$ cat config.mk
export PLATFORM = sky130hd
export DESIGN_NAME = watch_apb_seq
export DESIGN_NICKNAME = d
export VERILOG_FILES = /design/src/rtl/watch_pkg.sv /design/src/rtl/watch_poll_tmr.sv /design/src/rtl/watch_apb_seq.sv
export SDC_FILE = /design/constraint.sdc
export NUM_CORES = 1
export LEC_CHECK = 0
export BUFFER_PORTS_ARGS = -buffer_cell sky130_fd_sc_hd__buf_2
export CORE_UTILIZATION = 25
export CTS_CLUSTER_SIZE = 30
export DETAILED_ROUTE_END_ITERATION = 12
export HOLD_SLACK_MARGIN = 0.12
export PLACE_DENSITY_LB_ADDON = 0.1
export SLEW_MARGIN = 15
export SYNTH_ARGS = -nofsm -noshare
export SYNTH_HDL_FRONTEND = slang
export SYNTH_SLANG_ARGS = --single-unit
$ cat constraint.sdc
create_clock -name iPCLK -period 5.97 [get_ports iPCLK]
set_input_delay 1.194 -clock iPCLK [delete_from_list [all_inputs] [get_ports iPCLK]]
set_output_delay 1.194 -clock iPCLK [all_outputs]
set_load 0.05 [all_outputs]
$ cat src/rtl/watch_pkg.sv
// Shared constants for the stopwatch APB sequencer: register map, CTRL bits,
// FSM and request encodings.
package watch_pkg;

  localparam logic [15:0] ADDR_CTRL     = 16'h0000;
  localparam logic [15:0] ADDR_CURR     = 16'h0004;
  localparam logic [15:0] ADDR_LAP_BASE = 16'h0010;

  // CTRL is write-only; each bit is a one-shot command to the watch
  localparam int CTRL_START = 0;
  localparam int CTRL_STOP  = 1;
  localparam int CTRL_RESET = 2;
  localparam int CTRL_STORE = 3;

  localparam logic [3:0] LAP_MAX = 4'd9;

  typedef enum logic [1:0] {
    ST_IDLE   = 2'd0,
    ST_SETUP  = 2'd1,
    ST_ACCESS = 2'd2
  } apb_st_e;

  // Request sources, listed in arbitration priority order
  typedef enum logic [1:0] {
    REQ_RUN   = 2'd0,
    REQ_LAP   = 2'd1,
    REQ_LAPRD = 2'd2,
    REQ_POLL  = 2'd3
  } req_e;

  function automatic logic [31:0] ctrl_word(input int bitpos);
    return 32'd1 << bitpos;
  endfunction

  function automatic logic [15:0] lap_addr(input logic [3:0] n);
    return ADDR_LAP_BASE + {10'd0, n, 2'b00};
  endfunction

endpackage

$ cat src/rtl/watch_poll_tmr.sv
// Free-running poll interval timer; one-cycle tick at terminal count.
// A zero interval parks the counter and never ticks.
module watch_poll_tmr #(
  parameter logic [15:0] POLL_CYCLES = 16'd1000
) (
  input  logic clk_i,
  input  logic rst_ni,
  output logic tick_o
);

  logic [15:0] cnt_q, cnt_d;
  logic        term;

  assign term   = (POLL_CYCLES != 16'd0) && (cnt_q == POLL_CYCLES - 16'd1);
  assign tick_o = term;

  // next count: wrap at terminal count, hold when disabled
  always_comb begin
    cnt_d = cnt_q;
    if (POLL_CYCLES != 16'd0) cnt_d = term ? 16'd0 : cnt_q + 16'd1;
  end

  // counter register
  always_ff @(posedge clk_i or negedge rst_ni) begin
    if (!rst_ni) cnt_q <= '0;
    else         cnt_q <= cnt_d;
  end

endmodule

$ cat src/rtl/watch_apb_seq.sv
// APB master sequencer for the stopwatch slave. Button pulses become CTRL
// writes, a timer drives CURR polls, and lap requests read LAPn. One transfer
// at a time with fixed-priority arbitration; bus outputs are registered.
module watch_apb_seq
  import watch_pkg::*;
#(
  parameter logic [15:0] POLL_CYCLES = 16'd1000,
  parameter logic [7:0]  TIMEOUT     = 8'd64
) (
  input  logic        iPCLK,
  input  logic        iPRESETn,
  input  logic        iBTN_RUN,
  input  logic        iBTN_LAP,
  input  logic        iLAP_REQ,
  input  logic [3:0]  iLAP_SEL,
  output logic        oPSEL,
  output logic        oPENABLE,
  output logic        oPWRITE,
  output logic [3:0]  oPSTRB,
  output logic [15:0] oPADDR,
  output logic [31:0] oPWDATA,
  input  logic [31:0] iPRDATA,
  input  logic        iPREADY,
  input  logic        iPSLVERR,
  output logic [31:0] oDISP_TIME,
  output logic        oDISP_VALID,
  output logic [31:0] oLAP_DATA,
  output logic        oLAP_VALID,
  output logic        oRUNNING,
  output logic        oERR,
  output logic        oBUSY
);

  apb_st_e     state_q, state_d;
  req_e        gnt_q, gnt_d;
  logic [7:0]  to_q, to_d;
  logic        run_q, run_d, lap_q, lap_d, lrd_q, lrd_d, poll_q, poll_d;
  logic [3:0]  sel_q, sel_d;
  logic        running_q, running_d, err_q, err_d;
  logic        psel_q, psel_d, pen_q, pen_d, pwr_q, pwr_d;
  logic [3:0]  strb_q, strb_d;
  logic [15:0] addr_q, addr_d;
  logic [31:0] wdata_q, wdata_d;
  logic [31:0] disp_q, disp_d, lapd_q, lapd_d;
  logic        dvld_q, dvld_d, lvld_q, lvld_d;
  logic        tick, done, ok, abort, fin, any_pend;

  watch_poll_tmr #(.POLL_CYCLES(POLL_CYCLES)) u_tmr (
    .clk_i  (iPCLK),
    .rst_ni (iPRESETn),
    .tick_o (tick)
  );

  assign any_pend = run_q | lap_q | lrd_q | poll_q;
  assign done     = (state_q == ST_ACCESS) && iPREADY;
  assign ok       = done && !iPSLVERR;
  // ACCESS cycle number TIMEOUT with no ready is the last one we wait
  assign abort    = (state_q == ST_ACCESS) && !iPREADY && (to_q == TIMEOUT - 8'd1);
  assign fin      = done || abort;

  // next state: arbitrate in IDLE, fixed one-cycle SETUP, ACCESS until ready/timeout
  always_comb begin
    state_d = state_q;
    gnt_d   = gnt_q;
    to_d    = to_q;
    case (state_q)
      ST_IDLE: begin
        if (any_pend) begin
          state_d = ST_SETUP;
          if      (run_q) gnt_d = REQ_RUN;
          else if (lap_q) gnt_d = REQ_LAP;
          else if (lrd_q) gnt_d = REQ_LAPRD;
          else            gnt_d = REQ_POLL;
        end
      end
      ST_SETUP: begin
        state_d = ST_ACCESS;
        to_d    = '0;
      end
      ST_ACCESS: begin
        if (fin) state_d = ST_IDLE;
        else     to_d    = to_q + 8'd1;
      end
      default: state_d = ST_IDLE;
    endcase
  end

  // bus outputs: load address/data on leaving IDLE, hold through ACCESS, zero when idle
  always_comb begin
    psel_d  = (state_d != ST_IDLE);
    pen_d   = (state_d == ST_ACCESS);
    pwr_d   = pwr_q;
    strb_d  = strb_q;
    addr_d  = addr_q;
    wdata_d = wdata_q;
    if (state_d == ST_IDLE) begin
      pwr_d   = 1'b0;
      strb_d  = 4'h0;
      addr_d  = '0;
      wdata_d = '0;
    end else if (state_q == ST_IDLE) begin
      pwr_d   = 1'b0;
      strb_d  = 4'h0;
      wdata_d = '0;
      case (gnt_d)
        REQ_RUN: begin
          pwr_d   = 1'b1;
          strb_d  = 4'hF;
          addr_d  = ADDR_CTRL;
          wdata_d = running_q ? ctrl_word(CTRL_STOP) : ctrl_word(CTRL_START);
        end
        REQ_LAP: begin
          pwr_d   = 1'b1;
          strb_d  = 4'hF;
          addr_d  = ADDR_CTRL;
          wdata_d = running_q ? ctrl_word(CTRL_STORE) : ctrl_word(CTRL_RESET);
        end
        REQ_LAPRD: addr_d = lap_addr(sel_q);
        default:   addr_d = ADDR_CURR;
      endcase
    end
  end

  // request flags, completion side effects and sticky error
  always_comb begin
    run_d     = run_q;
    lap_d     = lap_q;
    lrd_d     = lrd_q;
    poll_d    = poll_q;
    sel_d     = sel_q;
    running_d = running_q;
    err_d     = err_q;
    disp_d    = disp_q;
    lapd_d    = lapd_q;
    dvld_d    = 1'b0;
    lvld_d    = 1'b0;
    // the granted flag retires on any outcome
    if (fin) begin
      case (gnt_q)
        REQ_RUN:   run_d  = 1'b0;
        REQ_LAP:   lap_d  = 1'b0;
        REQ_LAPRD: lrd_d  = 1'b0;
        default:   poll_d = 1'b0;
      endcase
    end
    if ((done && iPSLVERR) || abort) err_d = 1'b1;
    if (ok) begin
      case (gnt_q)
        REQ_RUN:   running_d = ~running_q;
        REQ_LAPRD: begin lapd_d = iPRDATA; lvld_d = 1'b1; end
        REQ_POLL:  begin disp_d = iPRDATA; dvld_d = 1'b1; end
        default:   ;
      endcase
    end
    // a pulse only registers if its flag was clear before this edge
    if (iBTN_RUN && !run_q) run_d  = 1'b1;
    if (iBTN_LAP && !lap_q) lap_d  = 1'b1;
    if (tick && !poll_q)    poll_d = 1'b1;
    if (iLAP_REQ && !lrd_q) begin
      if (iLAP_SEL > LAP_MAX) err_d = 1'b1;
      else begin
        lrd_d = 1'b1;
        sel_d = iLAP_SEL;
      end
    end
  end

  // all sequencer state
  always_ff @(posedge iPCLK or negedge iPRESETn) begin
    if (!iPRESETn) begin
      state_q   <= ST_IDLE;
      gnt_q     <= REQ_RUN;
      to_q      <= '0;
      run_q     <= 1'b0;
      lap_q     <= 1'b0;
      lrd_q     <= 1'b0;
      poll_q    <= 1'b0;
      sel_q     <= '0;
      running_q <= 1'b0;
      err_q     <= 1'b0;
      psel_q    <= 1'b0;
      pen_q     <= 1'b0;
      pwr_q     <= 1'b0;
      strb_q    <= '0;
      addr_q    <= '0;
      wdata_q   <= '0;
      disp_q    <= '0;
      lapd_q    <= '0;
      dvld_q    <= 1'b0;
      lvld_q    <= 1'b0;
    end else begin
      state_q   <= state_d;
      gnt_q     <= gnt_d;
      to_q      <= to_d;
      run_q     <= run_d;
      lap_q     <= lap_d;
      lrd_q     <= lrd_d;
      poll_q    <= poll_d;
      sel_q     <= sel_d;
      running_q <= running_d;
      err_q     <= err_d;
      psel_q    <= psel_d;
      pen_q     <= pen_d;
      pwr_q     <= pwr_d;
      strb_q    <= strb_d;
      addr_q    <= addr_d;
      wdata_q   <= wdata_d;
      disp_q    <= disp_d;
      lapd_q    <= lapd_d;
      dvld_q    <= dvld_d;
      lvld_q    <= lvld_d;
    end
  end

  assign oPSEL       = psel_q;
  assign oPENABLE    = pen_q;
  assign oPWRITE     = pwr_q;
  assign oPSTRB      = strb_q;
  assign oPADDR      = addr_q;
  assign oPWDATA     = wdata_q;
  assign oDISP_TIME  = disp_q;
  assign oDISP_VALID = dvld_q;
  assign oLAP_DATA   = lapd_q;
  assign oLAP_VALID  = lvld_q;
  assign oRUNNING    = running_q;
  assign oERR        = err_q;
  assign oBUSY       = (state_q != ST_IDLE) | any_pend;

endmodule

==> flow_metrics.py <==
metrics = {
    "run_status": {
        "outcome": "completed",
    },
    "min_path": {
        "hp-class": "reg -> reg",
        "min-delay-start": "u_tmr.cnt_q[0]$_DFF_PN0_",
        "worstHoldEndpoint": "u_tmr.cnt_q[0]$_DFF_PN0_",
        "whs_path_depth": 1,
    },
    "grt": {
        "grt_pass1_wl_um": 18920,
        "antenna_found_initial": 0,
        "grt_max_degree": 71,
        "grt_pass1_vias": 3340,
        "globalRouteTotalUtil_pct": 11.52,
        "grt-ovfl-total": 0,
    },
    "sta": {
        "fin_ws_ns": 3.098,
        "tightest_slew_ns": 1.158,
        "min_period_ns": 2.872,
        "final-hold-violation-count": 0,
        "fin_worst_skew_ns": 0.008543,
        "period_share_pct": 48.10,
        "rsz0062_at_grt": "false",
        "maxSlewViolCount": 0,
        "maxSlewHeadroom_pct": 22.81,
        "max_freq_mhz": 348.2,
        "setup_tns_ns": 0,
        "setup_viol": 0,
    },
    "power": {
        "p_per_area_nw_per_um2": 581.4,
        "ir_drop_uv": 175.2,
        "power.leakage_nw": 3.319,
    },
    "layout": {
        "drive_above_1_share_pct": 44.51,
        "n_antenna_cell": 0,
        "fillerInstances": 2014,
        "syn2layout_area_growth_pct": 25.89,
        "nets": 561,
        "postLayoutCoreUtil_pct": 32.61,
    },
    "synthesis": {
        "synthDistinctLibCells": 46,
        "synth_seq_cells": 116,
        "syn_area_um2": 5107,
        "yosysSeqAreaShare_pct": 56.83,
        "synthArstFlopShare_pct": 100.0,
        "ys.flop_type": "dfrtp_1",
        "syn_avg_cell_area_um2": 13.20,
        "netlist_instances": 387,
        "synth_edf_count": 0,
        "yosysWarnings": 0,
    },
    "floorplanning": {
        "die_height_um": 144.9,
        "ioPinCount": 167,
        "coreArea_um2": 19720,
        "rows": 51,
        "start_util_pct": 25.90,
        "fp.dieW_um": 144.9,
        "die_area_um2": 21000,
    },
    "critical_path": {
        "r2r-end": "oLAP_DATA[14]$_DFFE_PN0P_",
        "rr_startpoint": "state_q[0]$_DFF_PN0_",
        "endpoint_kind": "flop",
        "startpoint_type": "input port",
        "crit_required_ns": 6.26,
        "cp_data_arrival_time_ns": 3.16,
        "r2r_cells": 4,
        "worstSetupPathType": "in -> reg",
        "crit_path_max_fanout": 33,
        "r2r_slack_ns": 3.29,
    },
    "clocking": {
        "cts_setup_buffers": 0,
        "clock-sinks": 116,
        "clockRootBuffer": "clkbuf_16",
        "htreeDepth": 4,
        "cts_resized": 0,
        "clk_path_buf_depth": 2,
        "clk_latency_ns": 0.41,
        "ctsHoldBuffers": 0,
        "cts_tree": "yes",
        "path_clk_slew_ns": 0.06,
        "numCtsBuffers": 17,
    },
    "placement": {
        "portBuffers": 127,
        "finalWeightedCongestion": 0.7141,
        "place_hpwl_um": 7804,
        "dpl_worst_slack_ns": 2.662,
    },
    "drt": {
        "drt-initial-drc-count": 62,
        "dr_total_vias": 3282,
        "drc": 0,
        "drt_wl_total_um": 11340,
        "antenna_left": 0,
        "firstDrtPassIters": 4,
        "routed_via_density": 4.139,
        "routed_wire_length_per_instance_um": 14.30,
    },
    "run": {
        "cap_viol_max_count": 0,
    },
}
## routing by layer
layer  up-vias  wire length [um]  global-route usage (%)
met5         -                 0                       0
met4         0               126                   4.468
met3        14               586                   3.522
met2       107              5038                   16.88
met1      1614              5588                   15.76
li1       1547                 -                       -
## cell usage in the layout, fill, tap and decap left out, types with 3 or more instances in the layout
cell type    n
ha_1         3
nand4_1      4
nand2_1     24
conb_1      39
nor2_1      19
o21ai_0      4
inv_6        6
buf_2      126
a21oi_1      5
nand3_1      7
dfrtp_1    116
nor4_1       3
clkbuf_16   17
a32o_1       4
nor3_1       7
xnor2_1      9
a31oi_1      3
and3_1       6
inv_1        6
mux2i_1      4
mux2_2      40
mux2_4      29
a22o_1       7
xor2_1       5
## critical path: stages
cell and delay, ns:
buf_2 0.14, or3b_4 0.42, or3_2 0.90, mux2_4 0.47
## worst max-delay path by stage
stage                     slack, ns                   endpoint              start
final                          3.10  oLAP_DATA[14]$_DFFE_PN0P_            iPREADY
after global routing           3.00                      oBUSY  run_q$_DFFE_PN0P_
after global placement         2.70  oLAP_DATA[18]$_DFFE_PN0P_            iPREADY
after detailed placement       2.66  oLAP_DATA[14]$_DFFE_PN0P_            iPREADY
after CTS                      3.08  oLAP_DATA[22]$_DFFE_PN0P_            iPREADY
after floorplan                3.39  oLAP_DATA[10]$_DFFE_PN0P_           iPSLVERR
## synth_stat cells (6+ instances only)
master | n | area [um2]
inv_1 | 6 | 22.52
a22o_1 | 7 | 61.31
nor3_1 | 7 | 35.03
nand2_1 | 24 | 90.09
xnor2_1 | 9 | 78.83
buf_4 | 43 | 322.8
nor2_1 | 20 | 75.07
mux2_2 | 40 | 450.4
mux2_4 | 29 | 435.4
and3_1 | 6 | 37.54
dfrtp_1 | 116 | 2903
nand3_1 | 7 | 35.03
## report_power, final
group,switching [mW],leakage [nW],internal (mW)
sequential,0.166,1.49,1.03
clock,0.399,0.300,0.652
combinational,1.08,1.53,0.416
total,1.65,3.32,2.09
## registers in the layout, summed over array words and instances (netlist names), 2 cells and up
name         cells
state_q          2
to_q             8
oPADDR           5
u_tmr.cnt_q     16
oDISP_TIME      32
gnt_q            2
oPWDATA          4
sel_q            4
oLAP_DATA       32
## per-stage QoR
stage | instances | cell area (um2) | hold WS [ns] | total power, mW
final | 793 | 6430 | 0.4549 | 3.739
after global routing | 793 | 6430 | 0.4819 | 3.925
after CTS | 793 | 6430 | 0.4610 | 3.794
after detailed placement | 761 | 5817 | 0.4537 | 2.715
after global placement | 761 | 5817 | 0.4494 | 2.708
after floorplan | 425 | 5250 | 0.4329 | 2.402
## area by class of cell
type                       instances  area [um2]  area share, %
sequential                       116        2903          45.14
multi-input combinational        246        1914          29.77
timing repair buffer             128       645.6          10.04
clock buffer                      19       452.9          7.044
tap                              265       331.6          5.157
clock inverter                    13       160.2          2.491
inverter                           6       22.52         0.3503
## kinds of logic (layout without fill, tap and decap cells)
| logic type | count (synthesis) | after routing | synth area share [%] |
|---|---|---|---|
| DFF | 116 | 116 | 56.83 |
| other | 1 | 39 | 0.07342 |
| and+or+nand+nor | 84 | 84 | 8.280 |
| adders and majority gates | 3 | 3 | 0.7350 |
| muxes | 73 | 73 | 18.13 |
| xor gates and xnor gates | 14 | 14 | 2.401 |
| AOI/OAI and AO/OA | 33 | 33 | 4.900 |
| buffers and inverters | 63 | 166 | 8.647 |
Note: power is estimated with default switching activity, not from simulation.
